<file path="src/rtl/frame_source_sequencer_if.sv">
// frame_source_sequencer_if: pixel-source and downstream stream bundle for frame_source_sequencer
// Signals:
//   srcN_start      sequencer -> source  start request
//   srcN_start_ack  source -> sequencer  registered echo of start
//   srcN_valid      source -> sequencer  beat valid
//   srcN_ready      sequencer -> source  beat accepted
//   srcN_pixel      source -> sequencer  8-bit pixel
//   out_valid/out_pixel/out_sof/out_eof  sequencer -> downstream
//   out_ready       downstream -> sequencer
// Modports: master = sequencer side, slave = sources/downstream side.
interface frame_source_sequencer_if;
    logic       src0_start, src1_start;
    logic       src0_start_ack, src1_start_ack;
    logic       src0_valid, src1_valid;
    logic       src0_ready, src1_ready;
    logic [7:0] src0_pixel, src1_pixel;
    logic       out_valid, out_ready, out_sof, out_eof;
    logic [7:0] out_pixel;
    modport master (
        output src0_start, src1_start, src0_ready, src1_ready,
        output out_valid, out_pixel, out_sof, out_eof,
        input  src0_start_ack, src1_start_ack, src0_valid, src1_valid,
        input  src0_pixel, src1_pixel, out_ready
    );
    modport slave (
        input  src0_start, src1_start, src0_ready, src1_ready,
        input  out_valid, out_pixel, out_sof, out_eof,
        output src0_start_ack, src1_start_ack, src0_valid, src1_valid,
        output src0_pixel, src1_pixel, out_ready
    );
endinterface

</file>
<file path="src/rtl/frame_source_sequencer.sv">
// frame_source_sequencer: sequences whole frames from two pixel sources into one downstream stream
// Ports:
//   clk_i, rst_i   clock, synchronous active-high reset
//   enable_i       keep sequencing frames while high
//   mode_i         0/3 = src0 only, 1 = src1 only, 2 = alternate starting with src0
//   bus            frame_source_sequencer_if.master (source handshakes, downstream stream)
//   active_src_o   currently selected source
//   busy_o         FSM not idle
//   frame_count_o  completed frames, wrapping
//   err_timeout_o  sticky handshake timeout (only with FRAME_TIMEOUT_EN)
// Optional feature: define FRAME_TIMEOUT_EN to add the REQ/REL handshake watchdog.
module frame_source_sequencer #(
    parameter int FRAME_PIXELS   = 480000,
    parameter int TIMEOUT_CYCLES = 1023
) (
    input  logic                           clk_i,
    input  logic                           rst_i,
    input  logic                           enable_i,
    input  logic [1:0]                     mode_i,
    frame_source_sequencer_if.master       bus,
    output logic                           active_src_o,
    output logic                           busy_o,
    output logic [15:0]                    frame_count_o,
    output logic                           err_timeout_o
);
    localparam int CW = FRAME_PIXELS > 1 ? $clog2(FRAME_PIXELS) : 1;
    localparam logic [CW-1:0] LAST = CW'(FRAME_PIXELS - 1);
    typedef enum logic [1:0] {IDLE, REQ, REL, STREAM} state_t;
    state_t        state_q, state_d;
    logic          sel_q, sel_d, next_sel;
    logic [CW-1:0] cnt_q;
    logic [15:0]   fc_q;
    logic          start0_q, start1_q;
    logic          stream, sel_ack, beat, timeout, err_q;
`ifdef FRAME_TIMEOUT_EN
    localparam int TW = $clog2(TIMEOUT_CYCLES + 1);
    localparam logic [TW-1:0] LIM = TW'(TIMEOUT_CYCLES - 1);
    logic [TW-1:0] wd_q;
    assign timeout = (state_q inside {REQ, REL}) && wd_q == LIM;
`else
    assign timeout = 1'b0;
`endif
    always_comb begin
        stream         = state_q == STREAM;
        sel_ack        = sel_q ? bus.src1_start_ack : bus.src0_start_ack;
        bus.out_valid  = stream & (sel_q ? bus.src1_valid : bus.src0_valid);
        bus.out_pixel  = stream ? (sel_q ? bus.src1_pixel : bus.src0_pixel) : 8'd0;
        bus.src0_ready = stream & ~sel_q & bus.out_ready;
        bus.src1_ready = stream & sel_q & bus.out_ready;
        bus.out_sof    = stream && cnt_q == '0;
        bus.out_eof    = stream && cnt_q == LAST;
        beat           = bus.out_valid & bus.out_ready;
        next_sel       = mode_i == 2'd2 ? ~sel_q : mode_i == 2'd1;
        state_d        = state_q;
        sel_d          = sel_q;
        case (state_q)
            IDLE: begin
                state_d = enable_i ? REQ : IDLE;
                sel_d   = enable_i ? mode_i == 2'd1 : sel_q;
            end
            REQ:    state_d = sel_ack ? REL : timeout ? IDLE : REQ;
            // The source starts its frame on the falling edge of its ack.
            REL:    state_d = !sel_ack ? STREAM : timeout ? IDLE : REL;
            STREAM: begin
                state_d = (beat && bus.out_eof) ? (enable_i ? REQ : IDLE) : STREAM;
                sel_d   = (beat && bus.out_eof && enable_i) ? next_sel : sel_q;
            end
            default: state_d = IDLE;
        endcase
    end
    always_ff @(posedge clk_i) begin
        if (rst_i) begin
            state_q  <= IDLE;
            sel_q    <= 1'b0;
            cnt_q    <= '0;
            fc_q     <= '0;
            start0_q <= 1'b0;
            start1_q <= 1'b0;
            err_q    <= 1'b0;
`ifdef FRAME_TIMEOUT_EN
            wd_q     <= '0;
`endif
        end else begin
            state_q  <= state_d;
            sel_q    <= sel_d;
            cnt_q    <= !stream ? '0 : beat ? cnt_q + 1'b1 : cnt_q;
            fc_q     <= (beat && bus.out_eof) ? fc_q + 16'd1 : fc_q;
            // Start is held only while REQ persists, so it drops on the same edge the ack is seen.
            start0_q <= state_q == REQ && state_d == REQ && !sel_q;
            start1_q <= state_q == REQ && state_d == REQ && sel_q;
`ifdef FRAME_TIMEOUT_EN
            wd_q     <= (state_d != state_q || !(state_q inside {REQ, REL})) ? '0 : wd_q + 1'b1;
            err_q    <= err_q | (timeout && state_d == IDLE);
`else
            err_q    <= 1'b0;
`endif
        end
    end
    assign bus.src0_start  = start0_q;
    assign bus.src1_start  = start1_q;
    assign active_src_o    = sel_q;
    assign busy_o          = state_q != IDLE;
    assign frame_count_o   = fc_q;
    assign err_timeout_o   = err_q;
endmodule

</file>
<file path="src/flat_wrapper.sv">
// flat-port wrapper written by rule: the top's interface ports become plain ports
module frame_source_sequencer_flat 
#(
    parameter int FRAME_PIXELS   = 480000,
    parameter int TIMEOUT_CYCLES = 1023
)
  (clk_i, rst_i, enable_i, mode_i, active_src_o, busy_o, frame_count_o, err_timeout_o, bus_src0_start, bus_src1_start, bus_src0_ready, bus_src1_ready, bus_out_valid, bus_out_pixel, bus_out_sof, bus_out_eof, bus_src0_start_ack, bus_src1_start_ack, bus_src0_valid, bus_src1_valid, bus_src0_pixel, bus_src1_pixel, bus_out_ready);
  frame_source_sequencer_if bus_i ();
  input  logic clk_i;
  input  logic rst_i;
  input  logic enable_i;
  input  logic [1:0] mode_i;
  output logic active_src_o;
  output logic busy_o;
  output logic [15:0] frame_count_o;
  output logic err_timeout_o;
  output wire logic [$bits(bus_i.src0_start)-1:0] bus_src0_start;
  output wire logic [$bits(bus_i.src1_start)-1:0] bus_src1_start;
  output wire logic [$bits(bus_i.src0_ready)-1:0] bus_src0_ready;
  output wire logic [$bits(bus_i.src1_ready)-1:0] bus_src1_ready;
  output wire logic [$bits(bus_i.out_valid)-1:0] bus_out_valid;
  output wire logic [$bits(bus_i.out_pixel)-1:0] bus_out_pixel;
  output wire logic [$bits(bus_i.out_sof)-1:0] bus_out_sof;
  output wire logic [$bits(bus_i.out_eof)-1:0] bus_out_eof;
  input wire logic [$bits(bus_i.src0_start_ack)-1:0] bus_src0_start_ack;
  input wire logic [$bits(bus_i.src1_start_ack)-1:0] bus_src1_start_ack;
  input wire logic [$bits(bus_i.src0_valid)-1:0] bus_src0_valid;
  input wire logic [$bits(bus_i.src1_valid)-1:0] bus_src1_valid;
  input wire logic [$bits(bus_i.src0_pixel)-1:0] bus_src0_pixel;
  input wire logic [$bits(bus_i.src1_pixel)-1:0] bus_src1_pixel;
  input wire logic [$bits(bus_i.out_ready)-1:0] bus_out_ready;
  assign bus_src0_start = bus_i.src0_start;
  assign bus_src1_start = bus_i.src1_start;
  assign bus_src0_ready = bus_i.src0_ready;
  assign bus_src1_ready = bus_i.src1_ready;
  assign bus_out_valid = bus_i.out_valid;
  assign bus_out_pixel = bus_i.out_pixel;
  assign bus_out_sof = bus_i.out_sof;
  assign bus_out_eof = bus_i.out_eof;
  assign bus_i.src0_start_ack = bus_src0_start_ack;
  assign bus_i.src1_start_ack = bus_src1_start_ack;
  assign bus_i.src0_valid = bus_src0_valid;
  assign bus_i.src1_valid = bus_src1_valid;
  assign bus_i.src0_pixel = bus_src0_pixel;
  assign bus_i.src1_pixel = bus_src1_pixel;
  assign bus_i.out_ready = bus_out_ready;
  frame_source_sequencer #(.FRAME_PIXELS(FRAME_PIXELS), .TIMEOUT_CYCLES(TIMEOUT_CYCLES)) u_core (.clk_i(clk_i), .rst_i(rst_i), .enable_i(enable_i), .mode_i(mode_i), .bus(bus_i), .active_src_o(active_src_o), .busy_o(busy_o), .frame_count_o(frame_count_o), .err_timeout_o(err_timeout_o));
endmodule
</file>
<file path="config.mk">
export PLATFORM = sky130hd
export DESIGN_NAME = frame_source_sequencer_flat
export DESIGN_NICKNAME = d
export VERILOG_FILES = /design/src/rtl/frame_source_sequencer_if.sv /design/src/rtl/frame_source_sequencer.sv /design/src/flat_wrapper.sv
export SDC_FILE = /design/constraint.sdc
export NUM_CORES = 1
export LEC_CHECK = 0
export BUFFER_PORTS_ARGS = -buffer_cell sky130_fd_sc_hd__buf_2
export CAP_MARGIN = 20
export CORE_ASPECT_RATIO = 0.7
export CORE_UTILIZATION = 50
export DETAILED_ROUTE_END_ITERATION = 10
export GPL_TIMING_DRIVEN = 1
export PLACE_DENSITY = 0.83
export SYNTH_ARGS = -nofsm -noshare
export SYNTH_HDL_FRONTEND = slang
export SYNTH_SLANG_ARGS = --single-unit
</file>
<file path="constraint.sdc">
create_clock -name clk_i -period 3 [get_ports clk_i]
set_input_delay 0.15 -clock clk_i [delete_from_list [all_inputs] [get_ports clk_i]]
set_output_delay 0.15 -clock clk_i [all_outputs]
set_load 0.005 [all_outputs]
</file>
Yosys cells after proc, flatten, opt, wreduce, memory -nomap -nowiden. Cells that the tools add are included.

Add/sub/neg operators: 2. Multipliers: 0. Div/mod/pow operators: 0. $lt $le $gt $ge: 0. Eq/ne operators: 9. Shift-type cells: 0. Muxes and demuxes: 13. Bitwise operators: 8. Reduce and logical (&&, ||, !) cells: 14.

Operators with widths (count): adder 19 x 1 -> 19 bit, second input constant (1); == test 19 bit, second input constant (1); zero test 19 bit (1); adder 16 x 1 -> 16 bit, second input constant (1); 2-to-1 mux 8 bit (2); one-hot mux 2 bit (4 select lines) (1); logical AND 1 bit (7); 2-to-1 mux 1 bit (7); AND 1 bit (6); == test 2 x 1 -> 1 bit, second input constant (3); == test 2 bit, second input constant (3); 2-to-1 mux 2 bit (2); != test 2 bit, second input constant (2); nonzero test 2 bit (2); AND reduction 3 bit (1); zero test 2 bit (1); NOT 1 bit (2); one-hot mux 1 bit (2 select lines) (1); OR reduction 2 bit (1); zero test 1 bit (1).

Register bits: 40. Latch bits: 0. RAM bits: 0. Bits in read-only memories: 0. Input bits: 26. Output and inout bits: 34. Word-level logic and storage cells: 52. Memories kept: 0.

Logic depth before layout (Yosys ltp). Gate-level depths: netlist (run 1).

Word-level depth: 9. Mapped depth: 7. Mapped depth without buffers: 6.

Least setup slack after synthesis (run 1). No wires, ideal clock.

Kind: register -> register. Start point: reg u_core.cnt_q[0]. End point: reg u_core.fc_q[11], in the netlist u_core.frame_count_o[11]. Library setup time: 0.070 ns. Arrival time: 1.912 ns. Data required time: 2.930 ns. Path slack: 1.018 ns. Stages on the path, launching flop included: 8. Buffers on the path: 1. Period minus slack after synthesis: 1.982 ns. Cell sequence: dfxtp_1 -> ha_1 -> nand3_1 -> nor4_4 -> nand4_1 -> buf_2 -> or3_1 -> a21oi_1.

Cells in the longest elaborated chain, start to end: 3.

Ends and longest elaborated chain: start, declared (line frame_source_sequencer.sv:31) `logic [CW-1:0] cnt_q;`; start signal, assigned (line frame_source_sequencer.sv:86) `cnt_q <= !stream ? '0 : beat ? cnt_q + 1'b1 : cnt_q;`; == test 19 bit (line frame_source_sequencer.sv:51) `bus.out_eof = stream && cnt_q == LAST;`; logical AND 1 bit (line frame_source_sequencer.sv:51); logical AND 1 bit (line frame_source_sequencer.sv:87) `fc_q <= (beat && bus.out_eof) ? fc_q + 16'd1 : fc_q;`; end signal, assigned (line frame_source_sequencer.sv:87); end, declared (line frame_source_sequencer.sv:32) `logic [15:0] fc_q;`.

Every way passes these cells. A chain may end at the register's enable or synchronous reset.

Worst setup path in the final report (run 1).
Start point: reg u_core.cnt_q[0]. End point: reg u_core.fc_q[12], in the netlist u_core.frame_count_o[12].

Same word-level chain as after synthesis.

==> results of run 1 <==
## layout by cell type, fill, tap and decap left out, types with 7 or more instances in the layout
cell	instances
buf_2	58
nor2_1	44
dfxtp_1	40
nand2_1	20
a21oi_1	16
nand3_1	14
xor2_1	14
nand4_1	13
o21ai_0	12
inv_1	10
mux2i_1	10
or3_1	9
clkbuf_8	7
## path summary, 6_finish.rpt
path,to,start
min reg2reg,u_core.frame_count_o[13],u_core.frame_count_o[13]
max reg2reg,u_core.frame_count_o[12],u_core.cnt_q[0]
min,u_core.bus.src1_start,bus_src1_start_ack
max,u_core.frame_count_o[12],u_core.cnt_q[0]
## area by class of cell
class | count | area (µm²) | area share
tap | 52 | 65.1 | 0.0260
clock buffer | 7 | 96.3 | 0.0385
timing repair buffer | 59 | 298 | 0.119
sequential | 40 | 801 | 0.320
inverter | 10 | 37.5 | 0.0150
multi-input combinational | 200 | 1200 | 0.481
## flip-flops by register name (all words and copies together), names as in the netlist
register,flops
u_core.state_q,2
u_core.bus.src0_start,1
u_core.frame_count_o,16
u_core.cnt_q,19
u_core.active_src_o,1
u_core.bus.src1_start,1
## per-layer routing
| layer | vias up | share of wire | wire (µm) |
|---|---|---|---|
| li1 | 1020 | - | - |
| met1 | 937 | 0.48 | 2480 |
| met2 | 94 | 0.43 | 2180 |
| met3 | 7 | 0.079 | 403 |
| met4 | 0 | 0.013 | 68 |
| met5 | - | 0 | 0 |
## per-stage QoR
step / power (mW) / util / hold WS (ps) / area (µm²)
5_1_grt: 1.05 / 0.630 / 28.7 / 2500
3_3_place_gp: 0.639 / 0.605 / 334 / 2400
2_1_floorplan: 0.608 / - / 228 / 2090
4_1_cts: 1.02 / 0.630 / 20.8 / 2500
3_5_place_dp: 0.642 / 0.605 / 333 / 2400
6_report: 1.02 / 0.630 / 19.9 / 2500
## Yosys cell counts, types with 2 or more instances
library cell	count	area share
nor2_1	44	0.079
dfxtp_1	40	0.38
nand2_1	20	0.036
a21oi_1	16	0.038
nand3_1	14	0.034
xor2_1	14	0.059
nand4_1	13	0.039
o21ai_0	12	0.029
inv_1	10	0.018
mux2i_1	10	0.048
or3_1	9	0.027
nor4_1	6	0.018
xnor2_1	6	0.025
and3_1	5	0.015
clkbuf_1	5	0.0090
nor3_1	5	0.012
buf_2	4	0.0096
or4_1	4	0.014
ha_1	3	0.018
o31ai_1	3	0.011
and2_1	2	0.0060
## logic make-up after synthesis
| logic type | count (synthesis) | synth area share |
|---|---|---|
| DFF | 40 | 0.383 |
| adders and majority gates | 3 | 0.0180 |
| other | 1 | 0.00179 |
| and+or+nand+nor | 130 | 0.324 |
| AOI/OAI and AO/OA | 35 | 0.0946 |
| muxes | 11 | 0.0533 |
| buffers and inverters | 21 | 0.0419 |
| xor gates and xnor gates | 20 | 0.0838 |
## worst reg2reg max path, cell delays in order (launching register included)
cell	delay (ps)
dfxtp_1	420
ha_1	270
nand3_1	160
nor4_4	500
nand4_1	460
or4_1	610
a21oi_1	150
## power by group through the flow
stage | logic [mW] | registers (mW) | clock network, mW
global route | 0.0949 | 0.544 | 0.413
CTS | 0.0869 | 0.543 | 0.390
global placement | 0.0840 | 0.555 | 0
floorplan | 0.0534 | 0.555 | 0
detailed placement | 0.0866 | 0.556 | 0
finish | 0.0865 | 0.543 | 0.385
==> impl_results.md, run 1 <==
- Pre-CTS setup slack: 446 ps
- Vias in the first global route: 1,738
- Post-Layout Cell Count: 368
- Asr flop ratio synth: 0
- RSZ-0062 raised after global routing: false
- Die Ht: 56.1 µm
- Layout cells sized above 1: 0.228
- H-tree depth: 2
- HPWL after DPL: 3670 µm
- Pleak: 0.979 nW
- GRT Max-Usage Layer: met2
- First-pass GRT wire length: 8200 µm
- Pre-Repair DR Iteration Count: 5
- PnR worst setup slack: 368 ps
- Worst-skew pair later-pin latency: 290 ps
- Final Skew: 5.39 ps
- Fin. Hold Viols: 0
- Total core area: 0.00397 mm²
- Pwr Density: 406 mW/mm²
- Final setup viols: 0
- Syn Area/Cell: 8.01 µm²
- P_sw: 234 µW
- CP Cell Sequence: ha_1 > nand3_1 > nor4_4 > nand4_1 > or4_1 > a21oi_1
- Slowest CP cell: or4_1
- Row Count: 19
- Dpl cells: 361
- CTS tree: yes
- Power share of the sequential group: 0.535
- GP Congestion: 0.868
- Ys flop type: dfxtp_1
- Clock power share: 0.380
- Fmax: 380 MHz
- Reg2reg path depth: 6
- Crit path kind: reg2reg
- Worst-case clock buffer depth: 2
- Min Tclk post-route: 2630 ps
- Worst slew margin: 0.450
- Clock transition at path regs: 80 ps
- Worst hold path stage count: 2
- Drt first-iter violations: 217
- Avg WL per Cell: 13.9 µm
- Final nets: 345
- Die width: 79.3 µm
- DRC viols: 0
- Fin crit share: 0.877
- FF-to-FF setup slack: 370 ps
- Synth unique cells: 37
- WP data arrival: 2860 ps
- Slew @ Worst Pin: 818 ps
- Worst path bufs/invs: 0
- Routed vias: 2,058
- IO Port Bufs: 58
- Post-route ant nets: 0
- # fillers: 349
- MaxCap Viol Count: 0
- Gr ovfl total: 0
- Seq/Total Area, Yosys: 0.383
- Final Slew Violations: 0
- Combinational power share: 0.085
- Internal power: 781 µW
- Worst Hold Class: in2reg
- Post-CTS setup repair buffer count: 0
- Via density: 5.59
- Synth Register Bits: 40
- Post-Route WL: 5130 µm
- Worst EP required: 3230 ps
- I/O pin cnt: 60
- Initial Util: 0.527
- Area Overhead vs Synth: 19.6%
- Die Area: 0.00445 mm²
- Hold buffers post-CTS: 0
- Setup TNS: 0 ps
- GR met1 Demand/Resource: 0.347
- Largest net degree at the start of global routing: 22
- Met2 Use GR: 0.347
- CTS Root Cell: clkbuf_8
- Crit-path max FO: 13
- Post-CTS Resized: 0
- Clk sinks: 40
- CP delay by family, top: simple AND/OR/NAND/NOR gates
- Number of synthesized flops with an enable pin: 0
- Syn_nets: 290
- Worst VDD drop: 225 µV
- Crit. path cell count: 6
- Initial antenna violation count: 0
- Outcome: completed
- Aggregate global-route resource usage: 0.239
- Post-Syn Area: 0.00209 mm²
- Sw Ratio: 0.231
- Met3 Use GR: 0.0475
- ANT cells: 0
- Synth warn: 0
- Max incr delay on CP: 610 ps
- Startpoint Class: flop
- Mapped Cells: 261
- CTS Buf Count: 5
- CP endpoint kind: flop
Note: power is estimated with default switching activity, not from simulation.
==> run 2, diff against run 1 <==
Clock period 3 ns to 3.25 ns, I/O delays scaled along.
==> run 2 against run 1 <==
  * Register-to-register slack improved by 260 ps
  * Sequential share of layout area rose by 0.080 points
  * First-iteration DRC count fell by 39%
  * Final cell count rose by 0.27%
  * Hold slack improved by 28 ps
  * Global-route usage fell by 1.4 points
  * Combinational power fell by 6.6%
  * Via count fell by 2.4%
  * Total power fell by 9.8%
  * Die area did not move
  * Clock skew fell by 3.7 ps
  * Sequential power fell by 7.6%
  * Critical path type unchanged
  * Critical endpoint unchanged
  * Largest cell class unchanged
  * Highest routed layer unchanged
==> impl_results.md, run 2 (synthesized netlist as in run 1, its figures left out) <==
- Outcome: completed
- Worst-skew pair later-pin latency: 290 ps
- CTS Buf Count: 5
- Worst-case clock buffer depth: 2
- Vias in the first global route: 1,706
- Aggregate global-route resource usage: 0.225
- CTS tree: yes
- H-tree depth: 2
- Hold buffers post-CTS: 0
- Clock transition at path regs: 70 ps
- Fmax: 381 MHz
- ANT cells: 0
- Max reg flops: 19
- # fillers: 319
- Metal3 WL: 425 µm
- PnR worst setup slack: 625 ps
- Max incr delay on CP: 600 ps
- Final setup viols: 0
- CP Cell Sequence: ha_1 > nand3_1 > nor4_4 > nand4_1 > or4_1 > a21oi_1
- Pre-Repair DR Iteration Count: 4
- Largest net degree at the start of global routing: 22
- Total core area: 0.00397 mm²
- DRC viols: 0
- Post-Route WL: 4710 µm
- GP Congestion: 0.864
- HPWL after DPL: 3450 µm
- Final nets: 345
- IO Port Bufs: 58
- Dpl cells: 361
- Die Area: 0.00445 mm²
- Die Ht: 56.1 µm
- Worst Hold Class: in2reg
- Min Tclk post-route: 2630 ps
- Worst path bufs/invs: 0
- Commonest cells after routing, fill and taps aside: buf_2, nor2_1, dfxtp_1
- Startpoint Class: flop
- Post-CTS setup repair buffer count: 0
- Layout cells sized above 1: 0.224
- CP endpoint kind: flop
- Initial Util: 0.527
- WP data arrival: 2840 ps
- First-pass GRT wire length: 7870 µm
- Final core occ: 0.628
- I/O pin cnt: 60
- Top Metal Used: met4
- Pwr Density: 367 mW/mm²
- Crit-path max FO: 13
- Crit path kind: reg2reg
- Pleak: 0.974 nW
- Final Skew: 1.67 ps
- FF+latch area: 801 µm²
- Via density: 5.44
- RSZ-0062 raised after global routing: false
- Final Slew Violations: 0
- Setup TNS: 0 ps
- Post-CTS Resized: 0
- Clk sinks: 40
- Routed vias: 2,009
- Drt first-iter violations: 133
- Fin crit share: 0.808
- Worst EP required: 3470 ps
- Routed length on met1: 2240 µm
- Fin. Hold Viols: 0
- Worst VDD drop: 223 µV
- Initial antenna violation count: 0
- Gr ovfl total: 0
- Commonest non-fill, non-tap cell in the layout: buf_2
- Post-route ant nets: 0
- Area Overhead vs Synth: 19.3%
- Avg WL per Cell: 12.8 µm
- Area of the multi-input gates: 0.00120 mm²
- Post-Layout Cell Count: 369
- MaxCap Viol Count: 0
- DR WL met2: 2010 µm
- Biggest register: u_core.cnt_q
- Worst slew margin: 0.510
- Die width: 79.3 µm
- Slowest CP cell: or4_1
- Pre-CTS setup slack: 678 ps
- CP delay by family, top: simple AND/OR/NAND/NOR gates
- Row Count: 19
- CTS Root Cell: clkbuf_8
- Slew @ Worst Pin: 728 ps
- Tot Pwr: 916 µW
## run 2: cell types whose count changed in the layout (fill, tap and decap cells not counted), sizes merged
cell    previous run  this run
clkbuf             7         8
## run 2: power breakdown
group	internal (mW)	switching, mW	total [mW]	leakage (nW)
Clock	0.173	0.160	0.333	0.0455
Sequential	0.495	0.00698	0.502	0.323
Combinational	0.0373	0.0435	0.0808	0.605
Total	0.705	0.210	0.916	0.974
## run 2: per-layer routing
layer / up-vias / GRT usage
met5: - / 0
met4: 0 / 0.0701
met3: 5 / 0.0574
met2: 82 / 0.325
met1: 897 / 0.326
li1: 1025 / -
## run 2: layout make-up
cell class                      count  share of cell area
Multi-Input combinational cell    200               0.482
Sequential cell                    40               0.321
Inverter                           10              0.0151
Tap cell                           52              0.0261
Clock buffer                        8              0.0361
Timing Repair Buffer               59               0.119
## run 2: metrics by stage
| stage | hold WS, ps | instance area [µm²] |
|---|---|---|
| 2_1_floorplan | 240 | 2090 |
| 3_3_place_gp | 348 | 2400 |
| 3_5_place_dp | 349 | 2400 |
| 4_1_cts | 45.7 | 2490 |
| 5_1_grt | 42.2 | 2490 |
| 6_report | 48.0 | 2490 |
## run 2: path summary, 6_finish.rpt
kind / from / to / slack [ps] / depth (start not counted)
worst max-delay path: u_core.cnt_q[0] / u_core.frame_count_o[12] / 620 / 6
worst min register to register: u_core.frame_count_o[14] / u_core.frame_count_o[14] / 510 / 2
worst max register to register: u_core.cnt_q[0] / u_core.frame_count_o[12] / 620 / 6
worst min-delay path: bus_src1_start_ack / u_core.bus.src1_start / 50 / 2
==> run 3, diff against run 2 <==
Clock period 3.25 ns to 2.6 ns, I/O delays scaled along.
==> run 3 against run 2 <==
  * Setup slack worse by 380 ps
  * Utilization rose by 0.82 points
  * First-iteration DRC count up 7.5%
  * Die area is the same
  * Final cell count rose by 1.1%
  * Sequential power grew 25%
  * Hold slack worse by 35 ps
  * Non-clock buffer count is 4 higher
==> impl_results.md, run 3 (synthesized netlist as in run 1, its figures left out) <==
- Final setup viols: 0
- Drt first-iter violations: 143
- Worst-case clock buffer depth: 2
- CP delay by family, top: simple AND/OR/NAND/NOR gates
- RSZ-0062 raised after global routing: false
- Total core area: 0.00397 mm²
- Post-route ant nets: 0
- Max reg flops: 19
- Fmax: 425 MHz
- Layout cells sized above 1: 0.240
- Outcome: completed
- Hold buffers post-CTS: 0
- Post-CTS setup repair buffer count: 0
- Pleak: 0.998 nW
- Post-Route WL: 4640 µm
- Fin. Hold Viols: 0
- Worst-skew pair later-pin latency: 290 ps
- DRC viols: 0
- Aggregate global-route resource usage: 0.213
- HPWL after DPL: 3460 µm
- Worst slew margin: 0.458
- # fillers: 346
- Tot Pwr: 1.14 mW
- Setup TNS: 0 ps
- Crit-path max FO: 12
- MaxCap Viol Count: 0
- Commonest non-fill, non-tap cell in the layout: buf_2
- Max incr delay on CP: 590 ps
- Die Area: 0.00445 mm²
- Post-CTS Resized: 0
- Avg WL per Cell: 12.4 µm
- Min Tclk post-route: 2350 ps
- First-pass GRT wire length: 7420 µm
- Worst path bufs/invs: 0
- Pwr Density: 453 mW/mm²
- Pre-Repair DR Iteration Count: 4
- CTS Root Cell: clkbuf_8
- H-tree depth: 2
- Largest net degree at the start of global routing: 22
- Clock transition at path regs: 80 ps
- Final Skew: 7.94 ps
- CTS tree: yes
- ANT cells: 0
- Clk sinks: 40
- Dpl cells: 365
- CP endpoint kind: flop
- Vias in the first global route: 1,678
- Via density: 5.44
- Slowest CP cell: or4_1
- Fin crit share: 0.904
- Row Count: 19
- Final nets: 349
- Final Slew Violations: 0
- Commonest cells after routing, fill and taps aside: buf_2, nor2_1, dfxtp_1
- Die width: 79.3 µm
- Gr ovfl total: 0
- CTS Buf Count: 5
- Worst EP required: 2820 ps
- Worst VDD drop: 357 µV
- Die Ht: 56.1 µm
- Startpoint Class: flop
- Biggest register: u_core.cnt_q
- Initial Util: 0.527
- IO Port Bufs: 58
- GP Congestion: 0.866
- Worst Hold Class: in2reg
- Initial antenna violation count: 0
- Cell Area, Placed: 0.00243 mm²
- Post-Layout Cell Count: 373
- WP data arrival: 2570 ps
- CP Cell Sequence: ha_1 > nand3_1 > nor4_4 > nand4_1 > or4_1 > a21oi_1
- Routed vias: 2,028
- I/O pin cnt: 60
- Crit path kind: reg2reg
- Finished layout cell area: 0.00253 mm²
- Area Overhead vs Synth: 20.8%
- Slew @ Worst Pin: 806 ps
## run 3: changes by cell type in the layout (fill, tap and decap cells not counted)
cell	delta
buf_4	+4
clkbuf_1	-2
clkinv_2	+2
## run 3: worst reg2reg max path: stages, from the launching register on
cell and delay, ps:
dfxtp_1 410, ha_1 280, nand3_1 170, nor4_4 290
nand4_1 390, or4_1 590, a21oi_1 160
## run 3: path summary, 6_finish.rpt
path | start | end | slack [ps] | cells after the start
max | u_core.cnt_q[1] | u_core.frame_count_o[13] | 250 | 6
min | bus_src0_start_ack | u_core.bus.src0_start | 10 | 2
max reg2reg | u_core.cnt_q[1] | u_core.frame_count_o[13] | 250 | 6
min reg2reg | u_core.frame_count_o[14] | u_core.frame_count_o[14] | 510 | 2
## run 3: metal layers
layer  GRT usage  wire [µm]
met1       0.307       2310
met2       0.307       1950
met4      0.0623         10
met3      0.0607        365
met5           0          0
## run 3: power breakdown
part | switching, mW | internal [mW]
Combinational | 0.0526 | 0.0474
Sequential | 0.00842 | 0.618
Clock | 0.206 | 0.212
## run 3: through the flow
stage,util,hold slack (ps),worst slack [ps]
6_report,0.636,12.6,249
5_1_grt,0.636,8.63,99.8
4_1_cts,0.636,8.57,301
3_5_place_dp,0.613,321,322
3_3_place_gp,0.613,314,412
2_1_floorplan,-,208,618
## run 3: final cells by class
type / instances / area, µm² / share of cell area
clock buffer: 6 / 82.6 / 0.0327
sequential: 40 / 801 / 0.317
tap: 52 / 65.1 / 0.0258
clock inverter: 2 / 10.0 / 0.00396
timing repair buffer: 63 / 328 / 0.130
inverter: 10 / 37.5 / 0.0149
multi-input combinational: 200 / 1200 / 0.476
